### config.mk
export PLATFORM = sky130hd
export DESIGN_NAME = reg_file_4x16
export DESIGN_NICKNAME = d
export VERILOG_FILES = /design/src/rtl/reg_file_pkg.sv /design/src/rtl/reg_read_port.sv /design/src/rtl/reg_file_4x16.sv
export SDC_FILE = /design/constraint.sdc
export NUM_CORES = 1
export LEC_CHECK = 0
export CAP_MARGIN = 5
export CORE_MARGIN = 2
export CORE_UTILIZATION = 46
export CTS_CLUSTER_DIAMETER = 200
export DETAILED_ROUTE_END_ITERATION = 16
export GPL_TIMING_DRIVEN = 0
export PLACE_DENSITY_LB_ADDON = 0.25
export SLEW_MARGIN = 20
export SYNTH_ARGS = -nofsm -noshare
export SYNTH_HDL_FRONTEND = slang
export SYNTH_HIERARCHICAL = 1
export SYNTH_SLANG_ARGS = --single-unit
### constraint.sdc
create_clock -name clk -period 0.85 [get_ports clk]
set_input_delay 0.085 -clock clk [delete_from_list [all_inputs] [get_ports clk]]
set_output_delay 0.085 -clock clk [all_outputs]
set_load 0.05 [all_outputs]
### src/rtl/reg_file_pkg.sv
// Shared types and sizes for the 4x16 register file with pending-write scoreboard.
package reg_file_pkg;

  localparam int unsigned WIDTH = 16;
  localparam int unsigned NREGS = 4;
  localparam int unsigned AW    = 2;

  typedef logic [AW-1:0] reg_addr_t;

  localparam reg_addr_t R0 = 2'd0;

endpackage

### src/rtl/reg_read_port.sv
// One read port: 4:1 register select plus pending-hit, with optional write bypass.
// Bypass of same-cycle write data is built only when REG_FILE_BYPASS_EN is defined.
module reg_read_port
  import reg_file_pkg::*;
#(
  parameter int unsigned WIDTH = reg_file_pkg::WIDTH,
  parameter int unsigned NREGS = reg_file_pkg::NREGS
) (
  input  logic [NREGS-1:0][WIDTH-1:0] regs,
  input  logic [NREGS-1:0]            pending,
  input  reg_addr_t                   raddr,
  input  logic                        wr_valid,
  input  reg_addr_t                   waddr,
  input  logic [WIDTH-1:0]            wdata,
  output logic [WIDTH-1:0]            rdata,
  output logic                        hit
);

  always_comb begin
    rdata = regs[raddr];
    hit   = (raddr != R0) & pending[raddr];
`ifdef REG_FILE_BYPASS_EN
    // In-flight write wins over the array and satisfies the pending hazard.
    if (wr_valid && (raddr == waddr)) begin
      rdata = wdata;
      hit   = 1'b0;
    end
`endif
  end

`ifndef REG_FILE_BYPASS_EN
  logic unused_bypass;
  assign unused_bypass = ^{wr_valid, waddr, wdata};
`endif

endmodule

### src/rtl/reg_file_4x16.sv
// 4-entry register file (r0 hardwired zero) with a lock/write-back pending scoreboard.
// Optional same-cycle write bypass on the read ports: REG_FILE_BYPASS_EN.
module reg_file_4x16
  import reg_file_pkg::*;
#(
  parameter int unsigned WIDTH = reg_file_pkg::WIDTH,
  parameter int unsigned NREGS = reg_file_pkg::NREGS
) (
  input  logic             clk,
  input  logic             rst_n,
  input  logic             we,
  input  reg_addr_t        waddr,
  input  logic [WIDTH-1:0] wdata,
  input  logic             lock,
  input  reg_addr_t        lock_addr,
  input  reg_addr_t        raddr1,
  input  reg_addr_t        raddr2,
  output logic [WIDTH-1:0] rdata1,
  output logic [WIDTH-1:0] rdata2,
  output logic             stall,
  output logic [NREGS-1:0] pending
);

  logic [NREGS-1:0][WIDTH-1:0] regs_q, regs_d;
  logic [NREGS-1:0]            pending_q, pending_d;
  logic                        wr_valid_c;
  logic                        byp_valid_c;
  logic                        hit1_c, hit2_c;

  assign wr_valid_c  = we & (waddr != R0);
  // Bypass is suppressed while in reset so reads stay zero.
  assign byp_valid_c = wr_valid_c & rst_n;

  // Next state: write-back clears pending, then a lock sets it (lock wins on a tie).
  always_comb begin
    regs_d    = regs_q;
    pending_d = pending_q;
    if (wr_valid_c) begin
      regs_d[waddr]    = wdata;
      pending_d[waddr] = 1'b0;
    end
    if (lock && (lock_addr != R0)) begin
      pending_d[lock_addr] = 1'b1;
    end
    regs_d[R0]    = '0;
    pending_d[R0] = 1'b0;
  end

  always_ff @(posedge clk or negedge rst_n) begin
    if (!rst_n) begin
      regs_q    <= '0;
      pending_q <= '0;
    end else begin
      regs_q    <= regs_d;
      pending_q <= pending_d;
    end
  end

  reg_read_port #(.WIDTH(WIDTH), .NREGS(NREGS)) u_rd1 (
    .regs     (regs_q),
    .pending  (pending_q),
    .raddr    (raddr1),
    .wr_valid (byp_valid_c),
    .waddr    (waddr),
    .wdata    (wdata),
    .rdata    (rdata1),
    .hit      (hit1_c)
  );

  reg_read_port #(.WIDTH(WIDTH), .NREGS(NREGS)) u_rd2 (
    .regs     (regs_q),
    .pending  (pending_q),
    .raddr    (raddr2),
    .wr_valid (byp_valid_c),
    .waddr    (waddr),
    .wdata    (wdata),
    .rdata    (rdata2),
    .hit      (hit2_c)
  );

  assign stall   = hit1_c | hit2_c;
  assign pending = pending_q;

endmodule
After elaboration in Yosys (flattened, before gate mapping)
Cells that the tools add are included.

Register bits: 51. Bits of input ports: 28. Word-level logic and storage cells: 41.

$lt $le $gt $ge: 6. Mux-type cells: 17. Bitwise gates (word level): 7. Reduce and logical (&&, ||, !) cells: 7.

Operators with widths (count): $bmux W16 S2 (2); $bwmux W64 (1); $mux W16 (3); $demux W16 S2 (1); $lt A2 B3 Y1 const B (4); $mux W4 (2); $reduce_bool A2 Y1 (4); $and A4 B4 Y4 (1); $bmux W1 S2 (2); $demux W1 S2 (2); $ge A2 B1 Y1 const B (2); $mux W1 (4); $not A4 Y4 (1); $or A4 B4 Y4 (1); $and A1 B1 Y1 (3); $logic_and A1 B1 Y1 (3); $or A1 B1 Y1 (1).

Longest topological paths before layout
Gate-level depths: netlist of the first run.

Depth after elaboration: 9. Mapped depth: 5. Depth with buffers taken out: 3.

Modules after synthesis
Netlist of the first run, hierarchy kept.

By module, submodules not included: reg_file_4x16 (instances 1, cells each 114, area an instance 2072.0 um2); reg_read_port (instances 2, cells each 23, area an instance 451.7 um2).

Worst setup path after synthesis of the first run
Ideal clock, no wire load.

Kind: reg-to-output. From: register pending_q[3] (netlist: pending[3]). To: output port stall. Arrival: 1261 ps. Path slack: -496 ps. Stages on the path, launching flop included: 4. Buffers on the path: 0. Cells stage by stage: dfrtp_1 -> mux2i_1 -> mux2i_1 -> or2_2.

Longest elaborated chain between the ends: 4.

RTL lines: start, declared (RTL line reg_file_4x16.sv:25) `logic [NREGS-1:0] pending_q, pending_d;`; start signal, assigned (RTL line reg_file_4x16.sv:55) `pending_q <= pending_d;`; $bmux W1 S2 (RTL line reg_read_port.sv:21) `hit = (raddr != R0) & pending[raddr];`; $mux W1 (not written as such) (RTL line reg_read_port.sv:21); $and A1 B1 Y1 (RTL line reg_read_port.sv:21); named net hit2_c (RTL line reg_file_4x16.sv:28) `logic hit1_c, hit2_c;`; $or A1 B1 Y1 (RTL line reg_file_4x16.sv:81) `assign stall = hit1_c | hit2_c;`; end, declared (RTL line reg_file_4x16.sv:20) `output logic stall,`.

The timed path passes the listed nets, and every way through them passes these cells. The select of a mux whose other input is x is not followed.

Worst setup path after layout of the first run
From: register regs_q[63] (netlist bit). To: output port rdata2[15].

Longest elaborated chain between the ends: 2.

RTL lines: start, declared (RTL line reg_file_4x16.sv:24) `logic [NREGS-1:0][WIDTH-1:0] regs_q, regs_d;`; start signal, assigned (RTL line reg_file_4x16.sv:54) `regs_q <= regs_d;`; $bmux W16 S2 (RTL line reg_read_port.sv:20) `rdata = regs[raddr];`; $mux W16 (not written as such) (RTL line reg_read_port.sv:20); end, declared (RTL line reg_file_4x16.sv:19) `output logic [WIDTH-1:0] rdata2,`.

No other way between the ends. The select of a mux whose other input is x is not followed.

==> results of run 1 <==
[per-layer routing]
layer  vias up  part of all wire  GRT usage
li1        844                 -          -
met1       972              0.41      0.238
met2        44              0.54      0.332
met3         5             0.040     0.0354
met4         0             0.011     0.0543
met5         -                 0          0
[final cells by class]
type / count / area, µm²
fill: 461 / 2130
sequential: 51 / 1280
clock inverter: 2 / 60.1
multi-input combinational: 128 / 1640
timing repair buffer: 83 / 855
tap: 77 / 96.3
buffer: 12 / 145
clock buffer: 6 / 72.6
[worst max-delay path, stage by stage, from the launching register on]
cell and delay [ps]:
dfrtp_1 400, mux4_2 510, buf_6 180
[registers in the layout (all words and copies together) (netlist names)]
register  count
regs_q       48
pending       3
[power breakdown]
part / switching (W) / total [W] / internal [W] / leakage (nW)
Clock: 0.000812 / 0.00199 / 0.00118 / 0.0654
Sequential: 0.000344 / 0.00323 / 0.00289 / 0.600
Combinational: 0.00200 / 0.00399 / 0.00200 / 1.24
Total: 0.00315 / 0.00921 / 0.00606 / 1.91
[stage by stage]
step	power (W)	std cells
floorplan	0.00576	191
global placement	0.00677	327
detailed placement	0.00684	327
CTS	0.00916	349
global route	0.00962	359
finish	0.00921	359
[repair_timing]
item / CTS / global route
buffers inserted: 14 / 13
pin swaps: 0 / 2
endpoints found under the hold margin: 51 / 51
endpoints found under the setup margin: 87 / 49
cloned: 0 / 0
gates resized for setup: 264 / 9
[worst max-delay path by stage]
stage               startpoint         end  cells after the start
CTS                 regs_q[63]  rdata2[15]                      2
global route        regs_q[46]  rdata2[14]                      2
floorplan           pending[3]       stall                      3
global placement         rst_n  pending[2]                      1
detailed placement   raddr1[1]       stall                      6
finish              regs_q[63]  rdata2[15]                      2
==> key figures, run 1 <==
Status
  • Failing checks: negative hold slack, negative setup slack
  • Status: finished with violations

Timing
  • Unrepaired setup endpoints after global routing: true
  • Setup TNS: -21,100 ps
  • Clk_skew: 0 ps
  • Setup Viol. Count Final: 50
  • Min Tclk post-route: around 1500 ps
  • Rel. slew slack: 0.570
  • Fin crit share: 1.74
  • Max Clk Rate: ~680 MHz
  • Hold Vio Cnt, Final: 51
  • Worst slew pin tran: between 600 and 700 ps
  • Final slew viol count: 0
  • Worst hold slack: -211 ps
  • Final setup margin: -630 ps

Floorplan
  • Die ar.: just over 7000 µm²
  • Floorplan row count: 29
  • Die X: 84.3 µm
  • Ports: 65
  • Initial Utilization: 0.472
  • Core area: 6280 µm²
  • Die Y: ~84 µm

Power
  • Static Leak: 1.91 nW
  • Power density cells: between 2000 and 2500 nW/µm²
  • VDD IR max: between 1.5 and 2 mV

Yosys
  • Syn avg cell area: about 19 µm²
  • Yosys warnings: 6
  • Synthesized instance count: 159
  • Area of the mapped netlist: roughly 3000 µm²

Detailed routing
  • Wirelength per Cell: roughly 17 µm
  • First drt pass iteration count: 4
  • Via-to-Cell Ratio: ~5.2
  • Via count: ~1,900
  • 1st-iter DRT viols: about 130
  • Drt drc: 0
  • Wirelength, routed: between 6 and 7 mm
  • ANT nets after route: 0

GRT
  • GR Util All Layers: 0.188
  • Largest net degree at the start of global routing: 52
  • Remaining Overflow, GRT: 0
  • Initial antenna violation count: 0
  • First-pass GRT wire length: roughly 10 mm
  • Number of global-route vias before repair: roughly 2,000

Critical path
  • Crit path kind: flop to primary output
  • Critical path arrival: around 1400 ps
  • Reg2reg path depth: 3
  • Reg-to-reg setup timing slack: -130 ps
  • Critical R2R Capture: pending[3]
  • Worst setup EP type: primary output
  • Type of origin of the critical path: flop
  • Critical R2R Launch: pending[3]
  • Required time worst endpoint: around 760 ps
  • Peak fanout along the critical path: 3

Clock tree
  • Root Driver: clkbuf_8
  • CTS Buffer Depth: 2
  • Clk Latency, worst-skew pair: around 310 ps
  • CTS buffer count: 5
  • Clock transition at path regs: 100 ps
  • CTS tree: yes
  • Max H-tree Level: 2
  • Clock Sinks: between 50 and 60

Layout
  • Post-layout util: 0.660
  • Layout cells sized above 1: 0.603
  • Antenna diode count: 0
  • Layout area overhead: 39.7%
  • # nets final: 309
  • Most frequent cells in the layout: dfrtp_1 (48), buf_6 (44), conb_1 (33)
  • Fin area: 4140 µm²
  • Commonest non-fill, non-tap cell in the layout: dfrtp_1

Job
  • Number of max-cap violations: 0

Placement
  • IO Port Bufs: between 50 and 60
  • Placer Congestion: around 0.7
  • Pre-CTS WS: -1050 ps
  • DP Area: between 3000 and 4000 µm²
  • Post-DP HPWL: between 4 and 5 mm

Hold path
  • Worst min-delay path category: input pin to asynchronous set/reset pin
(Power assumes the default switching activity.)
==> inputs of run 2 (changes only) <==
--- a/config.mk
+++ b/config.mk
@@ -11,9 +11,10 @@
 export CTS_CLUSTER_DIAMETER = 200
 export DETAILED_ROUTE_END_ITERATION = 16
 export GPL_TIMING_DRIVEN = 0
-export PLACE_DENSITY_LB_ADDON = 0.25
+export PLACE_DENSITY = 0.8
 export SLEW_MARGIN = 20
 export SYNTH_ARGS = -nofsm -noshare
 export SYNTH_HDL_FRONTEND = slang
 export SYNTH_HIERARCHICAL = 1
 export SYNTH_SLANG_ARGS = --single-unit
+export TNS_END_PERCENT = 5
==> run 2 against run 1 <==
The run still ends with negative hold slack, negative setup slack left. Clock skew unchanged. Worst hold slack improved by 15 ps. Fmax increased by 1.0%. Die area unchanged. Combinational power decreased by 5%. First-iteration DRC count decreased by 39%. Clock power decreased by 24%. Final area decreased by 4.9%. Flip-flop and latch count unchanged. Register-to-register slack about the same. Critical path depth increased by 2. Largest cell class unchanged.
==> key figures, run 2 (synthesis gave the netlist of run 1 again) <==
GRT
  • Largest net degree at the start of global routing: 52 (unchanged)
  • Top Usage Layer GRT: met2 (unchanged)
  • Met3 usage: 0.0324 (was 0.0354)
  • Routing usage on met2: 0.310 (was 0.332)
  • Remaining Overflow, GRT: 0 (unchanged)
  • Initial antenna violation count: 0 (unchanged)
  • GR Util All Layers: 0.180 (was 0.188)
  • First-pass GRT wire length: 9.98 mm (was 10.2 mm)
  • Number of global-route vias before repair: 1,933 (was 2,008)
  • Met1 global-route usage: 0.236 (was 0.238)

Critical path
  • Worst Setup EP: stall (was rdata2[15])
  • Reg2reg path depth: 3 (unchanged)
  • CP startpoint: pending[3] (was regs_q[63])
  • Worst setup EP type: primary output (unchanged)
  • Critical R2R Launch: pending[3] (unchanged)
  • Critical path arrival: 1380 ps (was 1400 ps)
  • Required time worst endpoint: 760 ps (about the same)
  • Peak fanout along the critical path: 3 (unchanged)
  • Crit path kind: flop to primary output (unchanged)
  • Reg-to-reg setup timing slack: -140 ps (was -130 ps)
  • Type of origin of the critical path: flop (unchanged)
  • Critical R2R Capture: pending[3] (unchanged)

Placement
  • DP Area: 3720 µm² (was 3740 µm²)
  • IO Port Bufs: 59 (unchanged)
  • Placer Congestion: 0.722 (was 0.709)
  • Cell Count Post-Placement: 327 (unchanged)
  • Pre-CTS WS: -1030 ps (was -1050 ps)
  • Post-DP HPWL: 4.25 mm (was 4.13 mm)

Timing
  • Setup Viol. Count Final: 41 (was 50)
  • Worst hold slack: -196 ps (was -211 ps)
  • Final slew viol count: 0 (unchanged)
  • Unrepaired setup endpoints after global routing: true (unchanged)
  • Min Tclk post-route: 1470 ps (was 1480 ps)
  • Clk_skew: 0 ps (unchanged)
  • Fin crit share: 1.72 (was 1.74)
  • Rel. slew slack: 0.572 (was 0.570)
  • Max Clk Rate: 683 MHz (was 676 MHz)
  • Worst slew pin tran: 642 ps (was 646 ps)
  • Final setup margin: -615 ps (was -630 ps)
  • Hold Vio Cnt, Final: 51 (unchanged)

Floorplan
  • Initial Utilization: 0.472 (unchanged)
  • Floorplan row count: 29 (unchanged)
  • Ports: 65 (unchanged)
  • Core area: 6280 µm² (unchanged)
  • Die Y: 84.3 µm (unchanged)
  • Die ar.: 7100 µm² (unchanged)
  • Die X: 84.3 µm (unchanged)

Job
  • Number of max-cap violations: 0 (unchanged)

Detailed routing
  • 1st-iter DRT viols: 80 (was 131)
  • Drt drc: 0 (unchanged)
  • ANT nets after route: 0 (unchanged)
  • Wirelength per Cell: 17.7 µm (was 17.4 µm)
  • Via-to-Cell Ratio: 5.30 (was 5.19)
  • First drt pass iteration count: 4 (unchanged)
  • Via count: 1,811 (was 1,865)
  • Wirelength, routed: 6.05 mm (was 6.24 mm)

Clock tree
  • CTS tree: yes (unchanged)
  • Root Driver: clkbuf_8 (unchanged)
  • Clk Latency, worst-skew pair: 300 ps (was 310 ps)
  • CTS Buffer Depth: 2 (unchanged)
  • Clock Sinks: 51 (unchanged)
  • CTS buffer count: 5 (unchanged)
  • Max H-tree Level: 2 (unchanged)
  • Clock transition at path regs: 90 ps (was 100 ps)

Status
  • Failing checks: negative hold slack, negative setup slack (unchanged)
  • Status: finished with violations (unchanged)

Layout
  • Fin area: 3940 µm² (was 4140 µm²)
  • Most frequent cells in the layout: dfrtp_1 (48), buf_6 (37), conb_1 (33) (was dfrtp_1 (48), buf_6 (44), conb_1 (33))
  • Commonest non-fill, non-tap cell in the layout: dfrtp_1 (unchanged)
  • Layout cells sized above 1: 0.577 (was 0.603)
  • Most flop-heavy register: regs_q (unchanged)
  • # nets final: 292 (was 309)
  • Layout Cells excl Fill: 342 (was 359)
  • Antenna diode count: 0 (unchanged)
  • Layout area overhead: 32.9% (was 39.7%)
  • Max FFs per register: 48 (unchanged)

Power
  • VDD IR max: 1.02 mV (was 1.74 mV)
  • Static Leak: 1.81 nW (was 1.91 nW)
  • Power density cells: 2170 nW/µm² (was 2220 nW/µm²)

Hold path
  • Worst min-delay path category: input pin to asynchronous set/reset pin (unchanged)
run 2: what timing repair did:
action	in CTS	in global routing
pin swaps	2	0
endpoints found under the hold margin	51	51
gates resized for setup	259	2
endpoints found under the setup margin	87	41
buffers inserted	6	1
run 2: metal layers:
| metal | part of all wire | vias to the layer above |
|---|---|---|
| li1 | - | 809 |
| met1 | 0.42 | 956 |
| met2 | 0.53 | 39 |
| met3 | 0.034 | 7 |
| met4 | 0.014 | 0 |
| met5 | 0 | - |
run 2: through the flow:
| stage | utilization | TNS, ps | total power (W) |
|---|---|---|---|
| 3_5_place_dp | 0.593 | -63550 | 0.00684 |
| 3_3_place_gp | 0.594 | -154550 | 0.00674 |
| 5_1_grt | 0.628 | -22490 | 0.00890 |
| 6_report | 0.628 | -21050 | 0.00855 |
| 2_1_floorplan | - | -8110 | 0.00575 |
| 4_1_cts | 0.625 | -21020 | 0.00856 |
run 2: worst min-delay path by stage:
| stage | from | to | slack, ps | cells after the start |
|---|---|---|---|---|
| after floorplan | rst_n | pending[1] | -210 | 0 |
| after CTS | rst_n | regs_q[34] | -170 | 1 |
| after global routing | rst_n | regs_q[37] | -150 | 1 |
| final | rst_n | regs_q[37] | -200 | 1 |
| after global placement | regs_q[51] | regs_q[51] | 500 | 1 |
| after detailed placement | rst_n | regs_q[37] | 150 | 1 |
run 2: final cells by class:
cell class / count / area, µm²
sequential: 51 / 1280
timing repair buffer: 66 / 678
buffer: 12 / 150
tap: 77 / 96.3
fill: 498 / 2340
multi-input combinational: 128 / 1640
clock buffer: 8 / 100
run 2: where the power goes:
part           leakage [nW]  switching (W)  total [W]  internal, W
Sequential            0.600       0.000350    0.00324      0.00289
Clock                0.0515       0.000772    0.00152     0.000745
Combinational          1.16        0.00197    0.00380      0.00183
Total                  1.81        0.00309    0.00855      0.00546
run 2: worst max-delay path, cell delays in order (launching register included):
cell and delay, ps:
dfrtp_2 430, mux2i_1 150, mux2i_1 90, or2_4 260, buf_6 150
==> inputs of run 3 (changes only) <==
--- a/config.mk
+++ b/config.mk
@@ -6,12 +6,14 @@
 export NUM_CORES = 1
 export LEC_CHECK = 0
 export CAP_MARGIN = 5
+export CELL_PAD_IN_SITES_DETAIL_PLACEMENT = 1
+export CELL_PAD_IN_SITES_GLOBAL_PLACEMENT = 2
 export CORE_MARGIN = 2
-export CORE_UTILIZATION = 46
+export CORE_UTILIZATION = 33
 export CTS_CLUSTER_DIAMETER = 200
 export DETAILED_ROUTE_END_ITERATION = 16
 export GPL_TIMING_DRIVEN = 0
-export PLACE_DENSITY = 0.8
+export PLACE_DENSITY = 0.79
 export SLEW_MARGIN = 20
 export SYNTH_ARGS = -nofsm -noshare
 export SYNTH_HDL_FRONTEND = slang
==> run 3 against run 2 <==
Fmax fell by 0.43%. Setup slack worse by 6.3 ps. Register-to-register slack lost 20 ps. Flip-flop and latch count unchanged. Clock skew stayed put. Total power increased by 2.9%. Sequential power barely moved. The run still ends with negative hold slack, negative setup slack left.
==> key figures, run 3 (synthesis gave the netlist of run 1 again) <==
Timing
  • Min Tclk post-route: 1470 ps (about the same)
  • Rel. slew slack: 0.558 (was 0.572)
  • Setup Viol. Count Final: 38 (was 41)
  • Hold Vio Cnt, Final: 51 (unchanged)
  • Final setup margin: -621 ps (was -615 ps)
  • Final slew viol count: 0 (unchanged)
  • Max Clk Rate: 680 MHz (was 683 MHz)
  • Worst slew pin tran: 662 ps (was 642 ps)
  • Worst hold slack: -194 ps (was -196 ps)
  • Clk_skew: 0 ps (unchanged)
  • Fin crit share: 1.73 (was 1.72)
  • Unrepaired setup endpoints after global routing: true (unchanged)

Placement
  • Placer Congestion: 0.774 (was 0.722)
  • Post-DP HPWL: 4.85 mm (was 4.25 mm)
  • IO Port Bufs: 59 (unchanged)
  • Pre-CTS WS: -1070 ps (was -1030 ps)
  • Cell Count Post-Placement: 358 (was 327)
  • DP Area: 3760 µm² (was 3720 µm²)

Hold path
  • Worst min-delay path category: input pin to asynchronous set/reset pin (unchanged)

Clock tree
  • CTS Buffer Depth: 2 (unchanged)
  • Root Driver: clkbuf_8 (unchanged)
  • Max H-tree Level: 2 (unchanged)
  • CTS buffer count: 5 (unchanged)
  • CTS tree: yes (unchanged)
  • Clock Sinks: 51 (unchanged)
  • Clk Latency, worst-skew pair: 300 ps (about the same)
  • Clock transition at path regs: 100 ps (was 90 ps)

Layout
  • Layout cells sized above 1: 0.578 (was 0.577)
  • # nets final: 290 (was 292)
  • Layout area overhead: 34.3% (was 32.9%)
  • Most frequent cells in the layout: dfrtp_1 (48), buf_6 (35), conb_1 (33) (was dfrtp_1 (48), buf_6 (37), conb_1 (33))
  • Antenna diode count: 0 (unchanged)
  • Most flop-heavy register: regs_q (unchanged)
  • Max FFs per register: 48 (unchanged)
  • Layout Cells excl Fill: 371 (was 342)
  • Commonest non-fill, non-tap cell in the layout: dfrtp_1 (unchanged)
  • Fin area: 3980 µm² (was 3940 µm²)

GRT
  • GR Util All Layers: 0.144 (was 0.180)
  • Number of global-route vias before repair: 1,959 (was 1,933)
  • Remaining Overflow, GRT: 0 (unchanged)
  • Met3 usage: 0.0206 (was 0.0324)
  • Initial antenna violation count: 0 (unchanged)
  • Met1 global-route usage: 0.181 (was 0.236)
  • First-pass GRT wire length: 10.8 mm (was 9.98 mm)
  • Routing usage on met2: 0.258 (was 0.310)
  • Largest net degree at the start of global routing: 52 (unchanged)
  • Top Usage Layer GRT: met2 (unchanged)

Status
  • Status: finished with violations (unchanged)
  • Failing checks: negative hold slack, negative setup slack (unchanged)

Floorplan
  • Die Y: 98.8 µm (was 84.3 µm)
  • Ports: 65 (unchanged)
  • Die ar.: 9760 µm² (was 7100 µm²)
  • Floorplan row count: 34 (was 29)
  • Core area: 8720 µm² (was 6280 µm²)
  • Initial Utilization: 0.340 (was 0.472)
  • Die X: 98.8 µm (was 84.3 µm)

Detailed routing
  • Wirelength per Cell: 18.1 µm (was 17.7 µm)
  • Via count: 1,783 (was 1,811)
  • First drt pass iteration count: 3 (was 4)
  • Drt drc: 0 (unchanged)
  • Via-to-Cell Ratio: 4.81 (was 5.30)
  • 1st-iter DRT viols: 41 (was 80)
  • ANT nets after route: 0 (unchanged)
  • Wirelength, routed: 6.70 mm (was 6.05 mm)

Job
  • Number of max-cap violations: 0 (unchanged)

Critical path
  • Critical path arrival: 1390 ps (was 1380 ps)
  • Required time worst endpoint: 760 ps (about the same)
  • CP Buf/Inv Count: 1 (unchanged)
  • Crit path max-delay family: multiplexers (was flip-flops)
  • CP max stage cell: mux4_2 (was dfrtp_2)
  • Crit path kind: flop to primary output (unchanged)
  • Peak fanout along the critical path: 3 (unchanged)
  • Type of origin of the critical path: flop (unchanged)
  • Worst setup EP type: primary output (unchanged)
  • Worst path cell trace: mux4_2 > buf_6 (was mux2i_1 > mux2i_1 > or2_4 > buf_6)
  • Max stage delay on crit path: 490 ps (was 430 ps)
  • Crit path depth: 2 (was 4)
  • Reg2reg path depth: 3 (unchanged)

Power
  • Power density cells: 2210 nW/µm² (was 2170 nW/µm²)
  • VDD IR max: 0.722 mV (was 1.02 mV)
  • Final Power: 0.00880 W (was 0.00855 W)
  • Static Leak: 1.81 nW (about the same)
run 3: changes by cell type in the layout (fill, tap and decap cells not counted), sizes merged:
cell,delta
bufinv,+1
clkinv,+1
buf,-2
clkbuf,-2
run 3: routing by layer:
metal  vias to the layer above  wire [µm]
met1                       943       2880
met4                         0         88
met5                         -          0
met3                         7        167
met2                        28       3570
li1                        805          -
run 3: final cells by class:
class	count	area (µm²)
buffer	12	150
clock buffer	6	82.6
clock inverter	2	35.0
fill	867	4740
multi-input combinational	128	1640
sequential	51	1280
tap	108	135
timing repair buffer	64	663
run 3: power breakdown:
part | total (W) | internal [W] | leakage (nW) | switching [W]
clock | 0.00177 | 0.000954 | 0.0612 | 0.000820
combinational | 0.00378 | 0.00181 | 1.15 | 0.00197
sequential | 0.00324 | 0.00289 | 0.600 | 0.000351
total | 0.00880 | 0.00565 | 1.81 | 0.00314
run 3: worst paths after layout:
| kind | startpoint | end | slack, ps |
|---|---|---|---|
| setup / recovery | regs_q[42] | rdata2[10] | -620 |
| min in group clk | we | regs_q[53] | 270 |
| hold reg to reg | regs_q[36] | regs_q[36] | 530 |
| hold / removal | rst_n | regs_q[20] | -190 |
| setup reg to reg | regs_q[50] | regs_q[50] | -160 |
| max in group asynchronous | rst_n | pending[3] | 570 |
run 3: what timing repair did:
item                                   in CTS  in global routing
endpoints found under the hold margin      51                 51
gates resized for setup                   259                  2
cloned                                      0                  0
pin swaps                                   3                  1
setup endpoints to repair                  87                 65
buffers inserted                            3                  2
run 3: through the flow:
| step | hold slack (ps) | util | TNS (ps) |
|---|---|---|---|
| CTS | -176 | 0.455 | -21810 |
| global route | -151 | 0.457 | -22820 |
| detailed placement | 161 | 0.431 | -66040 |
| global placement | 500 | 0.432 | -160620 |
| floorplan | -211 | - | -8110 |
| finish | -194 | 0.457 | -21350 |
run 3: worst reg2reg max path: cells and delay by family (launching register included):
| kind | cells | cell delay (ps) |
|---|---|---|
| mux | 1 | 250 |
| buf+inv | 2 | 260 |
| flops | 1 | 400 |
